===== config.mk =====
export PLATFORM = sky130hd
export DESIGN_NAME = mux_rr_arbiter
export DESIGN_NICKNAME = d
export VERILOG_FILES = /design/src/rtl/mux_rr_arbiter.sv
export SDC_FILE = /design/constraint.sdc
export NUM_CORES = 1
export LEC_CHECK = 0
export CAP_MARGIN = 20
export CORE_UTILIZATION = 35
export CTS_CLUSTER_DIAMETER = 150
export CTS_CLUSTER_SIZE = 30
export DETAILED_ROUTE_END_ITERATION = 7
export GPL_TIMING_DRIVEN = 0
export PLACE_DENSITY = 0.75
export SYNTH_ARGS = -nofsm -noshare
export SYNTH_HDL_FRONTEND = slang
export SYNTH_SLANG_ARGS = --single-unit
export TNS_END_PERCENT = 1

===== constraint.sdc =====
create_clock -name clk -period 1.8 [get_ports clk]
set_clock_uncertainty 0.2 [all_clocks]
set_input_delay 0.27 -clock clk [delete_from_list [all_inputs] [get_ports clk]]
set_output_delay 0.27 -clock clk [all_outputs]
set_load 0.1 [all_outputs]

===== src/rtl/mux_rr_arbiter.sv =====
// mux_rr_arbiter: round-robin owner of a 4:1 single-bit mux.
// Four level-sensitive requesters compete for the mux. The winner gets a
// one-hot registered grant. The mux select follows the winner, and the muxed
// bit is registered on q.
// Optional feature macro: MUX_ARB_TIMEOUT_EN. When it is defined, an owner
// that has held the mux for HOLD_MAX cycles while others wait is rotated out.
//
// state | meaning
// IDLE  | no owner, gnt = 0, select holds its last value
// OWN   | exactly one gnt bit high, select = encoded owner index
module mux_rr_arbiter #(
    parameter int HOLD_MAX = 8
) (
    input  logic       clk,
    input  logic       rst_n,
    input  logic [3:0] req,
    input  logic [3:0] d,
    output logic [3:0] gnt,
    output logic [1:0] select,
    output logic       busy,
    output logic       q
);

    localparam int            CW        = (HOLD_MAX > 1) ? $clog2(HOLD_MAX) : 1;
    localparam logic [CW-1:0] HOLD_LAST = CW'(HOLD_MAX - 1);

    typedef enum logic {IDLE, OWN} state_t;

    state_t        state, state_nxt;
    logic [3:0]    gnt_nxt;
    logic [1:0]    select_nxt;
    logic [1:0]    last_owner, last_nxt;
    logic [CW-1:0] hold_cnt, hold_nxt;
    logic [3:0]    others;
    logic [1:0]    win;
    logic          timeout;
    logic          mux_out;
    logic          q_nxt;

    // First set bit of r searching upward from last+1 with wrap.
    function automatic logic [1:0] rr_pick(input logic [3:0] r, input logic [1:0] last);
        logic [1:0] idx;
        logic       found;
        rr_pick = last;
        found   = 1'b0;
        for (int k = 1; k < 5; k++) begin
            idx = last + 2'(k);
            if (!found && r[idx]) begin
                rr_pick = idx;
                found   = 1'b1;
            end
        end
    endfunction

    // Requests other than the current owner; in IDLE this is simply req.
    assign others  = req & ~gnt;
    assign win     = rr_pick(others, last_owner);
    assign busy    = (state == OWN);
    assign mux_out = d[select];

`ifdef MUX_ARB_TIMEOUT_EN
    assign timeout = (hold_cnt == HOLD_LAST) && (|others);
`else
    assign timeout = 1'b0;
`endif

    // Next-state, grant, select and hold-counter logic.
    always_comb begin
        state_nxt  = state;
        gnt_nxt    = gnt;
        select_nxt = select;
        last_nxt   = last_owner;
        hold_nxt   = hold_cnt;
        q_nxt      = busy ? mux_out : 1'b0;
        case (state)
            IDLE: begin
                if (|req) begin
                    state_nxt  = OWN;
                    gnt_nxt    = 4'b0001 << win;
                    select_nxt = win;
                    last_nxt   = win;
                    hold_nxt   = '0;
                end
            end
            OWN: begin
                if (!(|(req & gnt)) || timeout) begin
                    if (|others) begin
                        gnt_nxt    = 4'b0001 << win;
                        select_nxt = win;
                        last_nxt   = win;
                        hold_nxt   = '0;
                    end else begin
                        state_nxt = IDLE;
                        gnt_nxt   = 4'b0000;
                        hold_nxt  = '0;
                    end
                end else if (hold_cnt != HOLD_LAST) begin
                    hold_nxt = hold_cnt + CW'(1);
                end
            end
            default: begin
                state_nxt = IDLE;
                gnt_nxt   = 4'b0000;
            end
        endcase
    end

    // State and output registers with asynchronous reset.
    always_ff @(posedge clk or negedge rst_n) begin
        if (!rst_n) begin
            state      <= IDLE;
            gnt        <= 4'b0000;
            select     <= 2'd0;
            last_owner <= 2'd3;
            hold_cnt   <= '0;
            q          <= 1'b0;
        end else begin
            state      <= state_nxt;
            gnt        <= gnt_nxt;
            select     <= select_nxt;
            last_owner <= last_nxt;
            hold_cnt   <= hold_nxt;
            q          <= q_nxt;
        end
    end

endmodule


==> results of run 1 <==
layer usage:
layer	GRT usage (%)	part of all wire, %
met1	22.9	46
met2	22.4	46
met4	7.27	0.76
met5	0	0
met3	6.38	7.0
kinds of logic (layout without fill, tap and decap cells):
group	count (synthesis)	in the layout
and+or+nand+nor	14	14
buffers and inverters	3	27
muxes	5	5
AOI/OAI and AO/OA	15	15
DFF	10	10
final timing paths:
check	start	depth (start not counted)	end
worst max-delay path	gnt[0]	4	select[0]
worst max register to register	gnt[0]	4	select[0]
worst min-delay path	rst_n	1	q
min in group clk	req[0]	3	busy
max in group asynchronous	rst_n	1	gnt[0]
worst min register to register	last_owner[0]	2	last_owner[0]
layout make-up:
type	instances	area (sq um)	area share (%)
plain buffers	1	5.00	0.589
clock buffers	4	36.3	4.27
inverters	2	7.51	0.884
multi-input cells	34	324	38.1
flip-flops and latches	10	262	30.8
well taps	16	20.0	2.36
repair buffers	20	195	23.0
metrics by stage:
stage | cells | util [%]
6_report | 87 | 55.1
2_1_floorplan | 47 | -
3_5_place_dp | 80 | 51.1
4_1_cts | 84 | 54.1
3_3_place_gp | 80 | 51.1
5_1_grt | 87 | 55.1
cell usage in the layout, fill, tap and decap left out, drive strengths merged, types with 2 or more instances in the layout:
| cell | instances |
|---|---|
| nand3 | 2 |
| a32o | 4 |
| clkdlybuf4s15 | 6 |
| dfstp | 2 |
| inv | 2 |
| nor2b | 3 |
| dfrtp | 8 |
| nor4 | 2 |
| nand2b | 2 |
| clkdlybuf4s50 | 8 |
| clkbuf | 6 |
| o22ai | 2 |
| mux2 | 3 |
| buf | 4 |
registers in the layout, summed over array words and instances, names as in the netlist:
register and count:
busy 1, gnt 4, last_owner 2, q 1, select 2
what timing repair did:
| item | CTS | global route |
|---|---|---|
| setup endpoints to repair | 16 | 9 |
| resized for setup | 24 | 3 |
| pin swaps | 3 | 3 |
| setup buffers | 0 | 3 |
==> metrics.cfg, run 1 <==
[die]
coreArea_sq_mm=0.00154
die_h_um=43.0
ios=18
rows=14
die_x_um=43.0
dieArea_sq_mm=0.00185
initial_utilization_pct=38.1

[clock_network]
clk_latency_ns=0.26
cts.sinks=10
htree_levels=1
holdBufCountCts=0
clock_path_buffers=2
numCtsBuffers=3
cts-root-buf=clkbuf_4
cts_tree=yes
clkTransAtPathRegs_ns=0.07

[timing]
min_period_ns=1.95
fin_setup_tns_ns=-0.882
setup_ws_ns=-0.155
fin_crit_sh_pct=109
whs_ns=0.112
finalHoldViolations=0
tightest_slew_ns=0.552
slew-limit-headroom_pct=63.4
finalSetupViolations=7
max_freq_mhz=512
rsz0062_at_grt=yes
slew_viol_final=0

[global_route]
grt_antenna_before_repair=0
grt_overflow=0
grt_max_degree=11
grt_pass1_wl_um=2190
grt_usage_pct=16.4
grt_pass1_vias=500

[worst_setup_path]
crit_slowest_cell=dfrtp_4
max_stage_delay_ns=0.50
ff2ff_setup_slack_ns=-0.15
crit_fanout=6
startpoint_type=flip-flop
end_kind=flip-flop
crit_family=compound AO/OA/AOI/OAI gates
crit_type=flip-flop to flip-flop
worstPathRequired_ns=1.75
worstPathArrival_ns=1.90
path_cells=a222oi_1 > nand3_1 > o22ai_4 > mux2_4
crit_buf_inv=0

[routing]
drt_pass1_iterations=4
via_per_inst=5.85
num_vias=509
drtIter0Drc=18
wl_um=1320
wl_per_cell_um=15.2
drc=0
ant_nets=0

[final_layout]
syn_to_final_growth_pct=44.5
nNetsFinal=82
design_area_sq_um=850
antenna_cells=0
nFillCells=131
drive_gt1_share_pct=42.3

[synth]
synthXorXnorAreaFrac_pct=0
syn-cell-area_sq_um=588
synth_common_cells=dfrtp_1 (8), a32o_1 (4), mux2_4 (3), nor2b_1 (3)
yosysSeqAreaShare_pct=43.0
synth.most_common_cell=dfrtp_1
synth.largest_area_cell=dfrtp_1
synth_top_cell_area_share_pct=34.0
synth_top_family_by_area=compound AO/OA/AOI/OAI gates
synthCells=47
syn-num-nets=57
muxShareOfSynthArea_pct=13.2
ys_types=29
ys_ff_latch=10
synth_warnings=0
synth_area_leaders=dfrtp_1 (34%), dfstp_2 (8.9%), mux2_4 (7.7%), a32o_1 (6.8%), mux4_2 (3.8%)
syn_avg_cell_area_sq_um=12.5
synth_compound_area_share_pct=23.4
synthAdderAreaFrac_pct=0
synthSimpleGateAreaFrac_pct=18.5
async_flop_share_pct=100
synth-edff-count=0
ys.flop_type=dfrtp_1

[job]
cap_violations=0

[status]
status=finished, violations left
violations=setup timing

[placed_design]
gp_routability_congestion=0.776
placed_cell_area_sq_um=787
io_buffers=17
pre_cts_ws_ns=-0.460
hpwl_um=1020

[min_path]
hold_path.class=input port to async pin

Power of run 1 is not shown: default switching activity piles up to over one toggle a cycle in this logic, so the estimate is an artifact.
==> run 2, diff against run 1 <==
--- a/config.mk
+++ b/config.mk
@@ -5,13 +5,13 @@
 export SDC_FILE = /design/constraint.sdc
 export NUM_CORES = 1
 export LEC_CHECK = 0
-export CAP_MARGIN = 20
-export CORE_UTILIZATION = 35
+export CORE_UTILIZATION = 40
 export CTS_CLUSTER_DIAMETER = 150
 export CTS_CLUSTER_SIZE = 30
 export DETAILED_ROUTE_END_ITERATION = 7
 export GPL_TIMING_DRIVEN = 0
-export PLACE_DENSITY = 0.75
+export PLACE_DENSITY = 0.83
+export REMOVE_ABC_BUFFERS = 1
 export SYNTH_ARGS = -nofsm -noshare
 export SYNTH_HDL_FRONTEND = slang
 export SYNTH_SLANG_ARGS = --single-unit
==> metrics.cfg, run 2 (same netlist as run 1, synthesis figures left out) <==
[timing]
tightest_slew_ns=0.548
rsz0062_at_grt=yes
slew-limit-headroom_pct=63.7
finalSetupViolations=8
slew_viol_final=0
max_freq_mhz=525
setup_ws_ns=-0.105
fin_setup_tns_ns=-0.688
finalHoldViolations=0
min_period_ns=1.90
fin_crit_sh_pct=106

[die]
coreArea_sq_mm=0.00133
initial_utilization_pct=44.1
dieArea_sq_mm=0.00163
die_x_um=40.3
ios=18
die_h_um=40.3
rows=13

[global_route]
grt_overflow=0
grt_pass1_wl_um=1930
grt_max_degree=11
grt_usage_pct=18.8
grt_pass1_vias=455
grt_antenna_before_repair=0

[worst_setup_path]
worstPathArrival_ns=1.86
worstPathRequired_ns=1.75
startpoint_type=flip-flop
crit_type=flip-flop to flip-flop
end_kind=flip-flop
crit_fanout=6

[placed_design]
pre_cts_ws_ns=-0.503
hpwl_um=987
gp_routability_congestion=0.733
io_buffers=17

[routing]
drc=0
wl_um=1400
ant_nets=0
wl_met1_um=634
wl_met3_um=48
drt_pass1_iterations=4
wl_met2_um=683
routed.top_layer=met4
drtIter0Drc=13
via_per_inst=5.93
num_vias=510
wl_per_cell_um=16.2

[clock_network]
clock_path_buffers=2
cts.sinks=10
cts_tree=yes
cts-root-buf=clkbuf_4
clkTransAtPathRegs_ns=0.07
holdBufCountCts=0
clk_latency_ns=0.27
numCtsBuffers=3
htree_levels=1

[final_layout]
top_register=gnt
antenna_cells=0
largest_reg_flops=4
multi_input_area_sq_um=324
register_area_sq_um=254
nFillCells=109
final_cell_mix=dfrtp_1 (7), clkdlybuf4s50_1 (7), clkdlybuf4s15_2 (6)
nNetsFinal=82
drive_gt1_share_pct=36.6
syn_to_final_growth_pct=42.1
reg.largest.list=gnt (4), last_owner (2), select (2)

[min_path]
hold_path.class=input port to async pin

[job]
cap_violations=0

[status]
violations=setup timing
status=finished, violations left

-- run 2: cell types whose count changed in the layout (fill, tap and decap cells not counted), sizes merged --
cell	previous run	this run
clkbuf	6	4
dlymetal6s2s	1	0
buf	4	6
clkdlybuf4s50	8	7
dlygate4sd2	0	2
-- run 2: worst paths after layout --
| path | endpoint | cells after the start | from | slack [ns] |
|---|---|---|---|---|
| min reg2reg | last_owner[0] | 2 | last_owner[0] | 0.36 |
| max | select[0] | 4 | gnt[0] | -0.10 |
| min in group clk | busy | 3 | req[0] | 0.25 |
| max reg2reg | select[0] | 4 | gnt[0] | -0.10 |
| min | select[1] | 1 | rst_n | 0.12 |
| max in group asynchronous | gnt[1] | 1 | rst_n | 0.93 |
-- run 2: area by class of cell --
class / count / area share [%]
inverters: 2 / 0.898
clock buffers: 4 / 4.34
repair buffers: 21 / 23.4
multi-input cells: 34 / 38.8
flip-flops and latches: 10 / 30.4
well taps: 15 / 2.25
-- run 2: metal layers --
metal,vias to the layer above,global-route usage [%]
li1,235,-
met1,257,21.3
met2,13,31.3
met3,5,3.89
met4,0,12.5
met5,-,0
-- run 2: per-stage QoR --
step | util [%] | hold slack, ns | cell area, sq um | instances
2_1_floorplan | - | -0.226 | 584 | 46
3_3_place_gp | 58.0 | 0.330 | 773 | 78
3_5_place_dp | 58.0 | 0.348 | 773 | 78
4_1_cts | 61.3 | 0.129 | 817 | 82
5_1_grt | 62.7 | 0.143 | 836 | 86
6_report | 62.7 | 0.124 | 836 | 86
-- run 2: worst max-delay path, stage by stage, from the launching register on --
cell	delay, ns
dfrtp_1	0.41
a222oi_1	0.34
nand3_1	0.20
o22ai_4	0.30
mux2_4	0.33
-- run 2: what timing repair did --
item	in CTS	in global routing
setup endpoints to repair	16	10
cloned	0	0
pin swaps	3	3
resized for setup	26	5
buffers inserted	0	4
Power of run 2 is left out for the same reason.
==> RTL edit 1: new RTL, config.mk and constraints of run 1 <==
The option `MUX_ARB_TIMEOUT_EN` is turned on by a define.
--- a/src/rtl/mux_rr_arbiter.sv
+++ b/src/rtl/mux_rr_arbiter.sv
@@ -8,6 +8,8 @@
 // state | meaning
 // IDLE  | no owner, gnt = 0, select holds its last value
 // OWN   | exactly one gnt bit high, select = encoded owner index
+`define MUX_ARB_TIMEOUT_EN
+
 module mux_rr_arbiter #(
     parameter int HOLD_MAX = 8
 ) (
Formal check against the unedited RTL: not equivalent (a bounded check fails within 10 cycles, from zero or initial values and one cycle with rst_n low).
==> RTL edit 1 against run 1 <==
- the flow still finishes with violations (setup timing)
- die area is 30% higher
- sequential cell count grew 3
- wire length increased by 51%
- count of clock-buffer cells in the layout is the same
- synthesized area rose by 31%
- first-iteration DRC count is 22% lower
- final area rose by 28%
- setup slack worse by 0.040 ns
- fmax decreased by 2.0%
- synthesized cell count up 34%
- critical endpoint is now select[1]$_DFFE_PN0P_
- largest cell class unchanged
==> RTL edit 1: results (changes against run 1) <==
CP max stage cell sky130_fd_sc_hd__dfrtp_4; post-synthesis net count 75 (+32%); crit path setup slack, layout -0.195 ns (-0.0401 ns); number of antenna violations at the first check in global routing 0 (unchanged); wirelength, routed 1990 um (+51%); estimated wirelength of the detail-placed design 1320 um (+29%); overall via count from detail_route 666 (+31%); Regs by FF count gnt (4), hold_cnt (3); number of global-route vias before repair 637 (+27%); leading post-synthesis cells by instance count sky130_fd_sc_hd__dfrtp_1, sky130_fd_sc_hd__a32o_2, sky130_fd_sc_hd__mux2_4; number of library cell types mapped by synthesis 33 (+14%); peak fanout along the critical path 8 (+2); Worst path max stage delay 0.51 ns; layout cells sized above 1 50.0% (+7.7 points); final-layout setup total negative slack -1.80 ns (-0.915 ns); largest net degree at the start of global routing 14 (+3); portion of the post-synthesis area used by sequential elements 42.5% (-0.45 points); GRT Util Overall 17.4% (+0.98 points); Finish-stage setup viols 12 (+5); failing checks setup timing; Tightest Hold Check Type input pin to asynchronous set/reset pin; outcome finished with violations; first-pass GRT wire length 3060 um (+40%); startpoint of the lowest-slack register-to-register path gnt[1]$_DFFE_PN0P_; Max H-tree Level 1 (unchanged); WL per Instance 17.3 um (+14%); share of flip-flops with an asynchronous set or reset after synthesis 100% (unchanged); Placed Cells incl. Taps 107 (+34%); CP top delay family compound AO/OA/AOI/OAI gates; worst setup path class register to register; net count of the finished layout 101 (+23%); violation count after the first detailed-routing iteration 14 (-4); Max-Slew Margin vs Limit 58.3% (-5.1 points); detailed-routing iteration count for the pre-antenna-repair pass 4 (unchanged); synthesized netlist cell count 63 (+34%); IR drop worst, VDD 1.26 mV; Worst Path Arrival 1.97 ns (+0.07 ns); later-pin clock latency in the skew report 0.28 ns (+0.02 ns); cell area after placement 998 sq um (+27%); Placer Congestion 0.779 (+0.40%); largest cells by area after synthesis sky130_fd_sc_hd__dfrtp_1, sky130_fd_sc_hd__mux2_4, sky130_fd_sc_hd__dfstp_2, sky130_fd_sc_hd__a32o_2, sky130_fd_sc_hd__nor2b_4
-- RTL edit 1: final timing paths --
kind,endpoint,slack (ns),cells past startpoint
worst max-delay path,select[1]$_DFFE_PN0P_,-0.19,5
worst min-delay path,q$_DFF_PN0_,0.17,1
worst max register to register,select[1]$_DFFE_PN0P_,-0.19,5
worst min register to register,hold_cnt[1]$_DFFE_PN0P_,0.31,1
max in group asynchronous,gnt[3]$_DFFE_PN0P_,0.76,1
min in group clk,busy$_DFF_PN0_,0.25,2
-- RTL edit 1: per-stage QoR --
| stage | worst slack (ns) | total power [uW] | utilization, % |
|---|---|---|---|
| 2_1_floorplan | -0.299 | 1610 | - |
| 3_3_place_gp | -0.606 | 1860 | 49.4 |
| 3_5_place_dp | -0.675 | 1900 | 49.4 |
| 4_1_cts | -0.218 | 2080 | 51.7 |
| 5_1_grt | -0.252 | 2280 | 53.7 |
| 6_report | -0.195 | 2180 | 53.7 |
-- RTL edit 1: area by class of cell --
cell class | count | area, sq um
Multi-Input combinational cell | 46 | 472
Inverter | 3 | 11.3
Fill cell | 175 | 936
Clock buffer | 4 | 26.3
Tap cell | 27 | 33.8
Sequential cell | 13 | 344
Timing Repair Buffer | 22 | 199
-- RTL edit 1: repair_timing --
item	4_1_cts	5_1_grt
gates resized for setup	33	8
hold buffers	0	0
gates cloned	0	0
pin swaps	1	2
endpoints found under the setup margin	19	15
hold endpoints to repair	0	0
setup buffers	0	5
-- RTL edit 1: layer usage --
layer,track usage (%),share of wire (%)
met1,19.6,41
met2,29.2,51
met3,6.54,6.0
met4,7.84,1.9
met5,0,0
-- RTL edit 1: where the power goes --
| group | total [uW] | internal, uW | leakage, uW | switching, uW |
|---|---|---|---|---|
| clock network | 180 | 86.1 | 0.0000150 | 94.0 |
| logic | 1400 | 547 | 0.000322 | 852 |
| registers | 596 | 449 | 0.000151 | 147 |
| total | 2180 | 1080 | 0.000489 | 1090 |
-- RTL edit 1: cell families (layout without fill, tap and decap cells) --
| group | after synthesis | after routing | synth area share (%) |
|---|---|---|---|
| DFF | 13 | 13 | 42.5 |
| and+or+nand+nor | 19 | 19 | 15.4 |
| AOI/OAI and AO/OA | 18 | 18 | 23.4 |
| buffers and inverters | 4 | 29 | 1.95 |
| muxes | 7 | 7 | 13.5 |
| adders and majority gates | 2 | 2 | 3.25 |
==> RTL edit 2: new RTL, settings of run 1 <==
Made on the original files. Make the reset (`rst_n`) synchronous in one clocked block. Comments in the files are not updated.
--- a/src/rtl/mux_rr_arbiter.sv
+++ b/src/rtl/mux_rr_arbiter.sv
@@ -106,7 +106,7 @@
     end
 
     // State and output registers with asynchronous reset.
-    always_ff @(posedge clk or negedge rst_n) begin
+    always_ff @(posedge clk) begin
         if (!rst_n) begin
             state      <= IDLE;
             gnt        <= 4'b0000;
Behaviour: differs if rst_n is asserted again (counterexample within 4 cycles, from zero or initial values and one cycle with rst_n low); with rst_n held inactive, the same outputs for 10 cycles.
==> RTL edit 2 against run 1 <==
- the flow still finishes with violations (setup timing)
- via count up 22%
- wire length rose by 25%
- final area increased by 11%
- count of clock-buffer cells in the layout is 1 lower
- global-route usage is 1.1 points higher
- sequential cell count unchanged
- fmax grew 5.8%
- critical path depth up 1
- die area up 7.3%
- synthesized area grew 7.7%
- setup slack improved by 0.11 ns
- highest routed layer unchanged
==> RTL edit 2: results (changes against run 1) <==
leading post-synthesis cells by instance count sky130_fd_sc_hd__dfxtp_1, sky130_fd_sc_hd__nand2_1, sky130_fd_sc_hd__o31ai_1; number of global-route vias before repair 581 (+16%); net count of the finished layout 104 (+27%); post-synthesis net count 79 (+39%); worst-case hold slack 0.230 ns (+0.118 ns); GRT Util Overall 17.6% (+1.1 points); number of library cell types mapped by synthesis 34 (+17%); cell area after placement 851 sq um (+8.1%); number of instances resized during post-cts repair 26 (+8.3%); compound-gate portion of the synthesized area 32.8% (+9.4 points); met1 routed wirelength after detailed routing 712 um (+17%); count of cells along the worst register-to-register path 5 (+1); portion of the post-synthesis area used by sequential elements 31.6% (-11 points); Finish-stage setup viols 1 (-6); reg2reg end last_owner[0]$_SDFFE_PN1P_; Placed Cells incl. Taps 111 (+39%); total met2 wirelength after detailed routing 868 um (+43%); multiplexer fraction of the synthesized cell area 5.53% (-7.7 points); estimated wirelength of the detail-placed design 1240 um (+21%); pre-CTS setup slack -0.485 ns (-0.0246 ns); largest cells by area after synthesis sky130_fd_sc_hd__dfxtp_1, sky130_fd_sc_hd__o31ai_1, sky130_fd_sc_hd__nand2_1, sky130_fd_sc_hd__a2111oi_4, sky130_fd_sc_hd__a22oi_2; peak fanout along the critical path 5 (-1); ys flop type sky130_fd_sc_hd__dfxtp_1; wirelength, routed 1650 um (+25%); violation count after the first detailed-routing iteration 8 (-10); share of flip-flops with an asynchronous set or reset after synthesis 0% (-100 points); grt met2 use 31.5% (+9.0 points); Worst Path Arrival 1.81 ns (-0.09 ns); WL per Instance 13.9 um (-8.1%); sum of met3 wire segment lengths after detailed routing 25 um (-73%); CP max stage cell sky130_fd_sc_hd__dfxtp_4; met1 Use GR 20.0% (-2.9 points); layout cells sized above 1 35.5% (-6.8 points); failing checks setup timing; outcome finished with violations; later-pin clock latency in the skew report 0.28 ns (+0.02 ns); crit path setup slack, layout -0.0480 ns (+0.107 ns); first-pass GRT wire length 2500 um (+14%); routed vias/inst 5.27 (-9.9%)
## RTL edit 2: changes by cell type after synthesis, moves of 3 or more
| cell | change |
|---|---|
| sky130_fd_sc_hd__dfxtp_1 | +10 |
| sky130_fd_sc_hd__dfrtp_1 | -8 |
| sky130_fd_sc_hd__nand2_1 | +8 |
| sky130_fd_sc_hd__o31ai_1 | +6 |
| sky130_fd_sc_hd__a32o_1 | -4 |
| sky130_fd_sc_hd__a211oi_1 | +3 |
| sky130_fd_sc_hd__nand3_1 | +3 |
## RTL edit 2: worst min-delay path, cell delays in order
cell and delay (ns):
sky130_fd_sc_hd__dlymetal6s2s_1 0.20, sky130_fd_sc_hd__nor4_4 0.08, sky130_fd_sc_hd__nor2b_1 0.12
## RTL edit 2: area by class of cell
class                   count  area, sq um  area share [%]
plain buffers               1         3.75           0.397
clock inverters             1         3.75           0.397
inverters                   3         11.3            1.19
flip-flops and latches     10          216            22.9
clock buffers               3         22.5            2.38
repair buffers             20          209            22.1
multi-input cells          55          447            47.3
well taps                  25         31.3            3.31
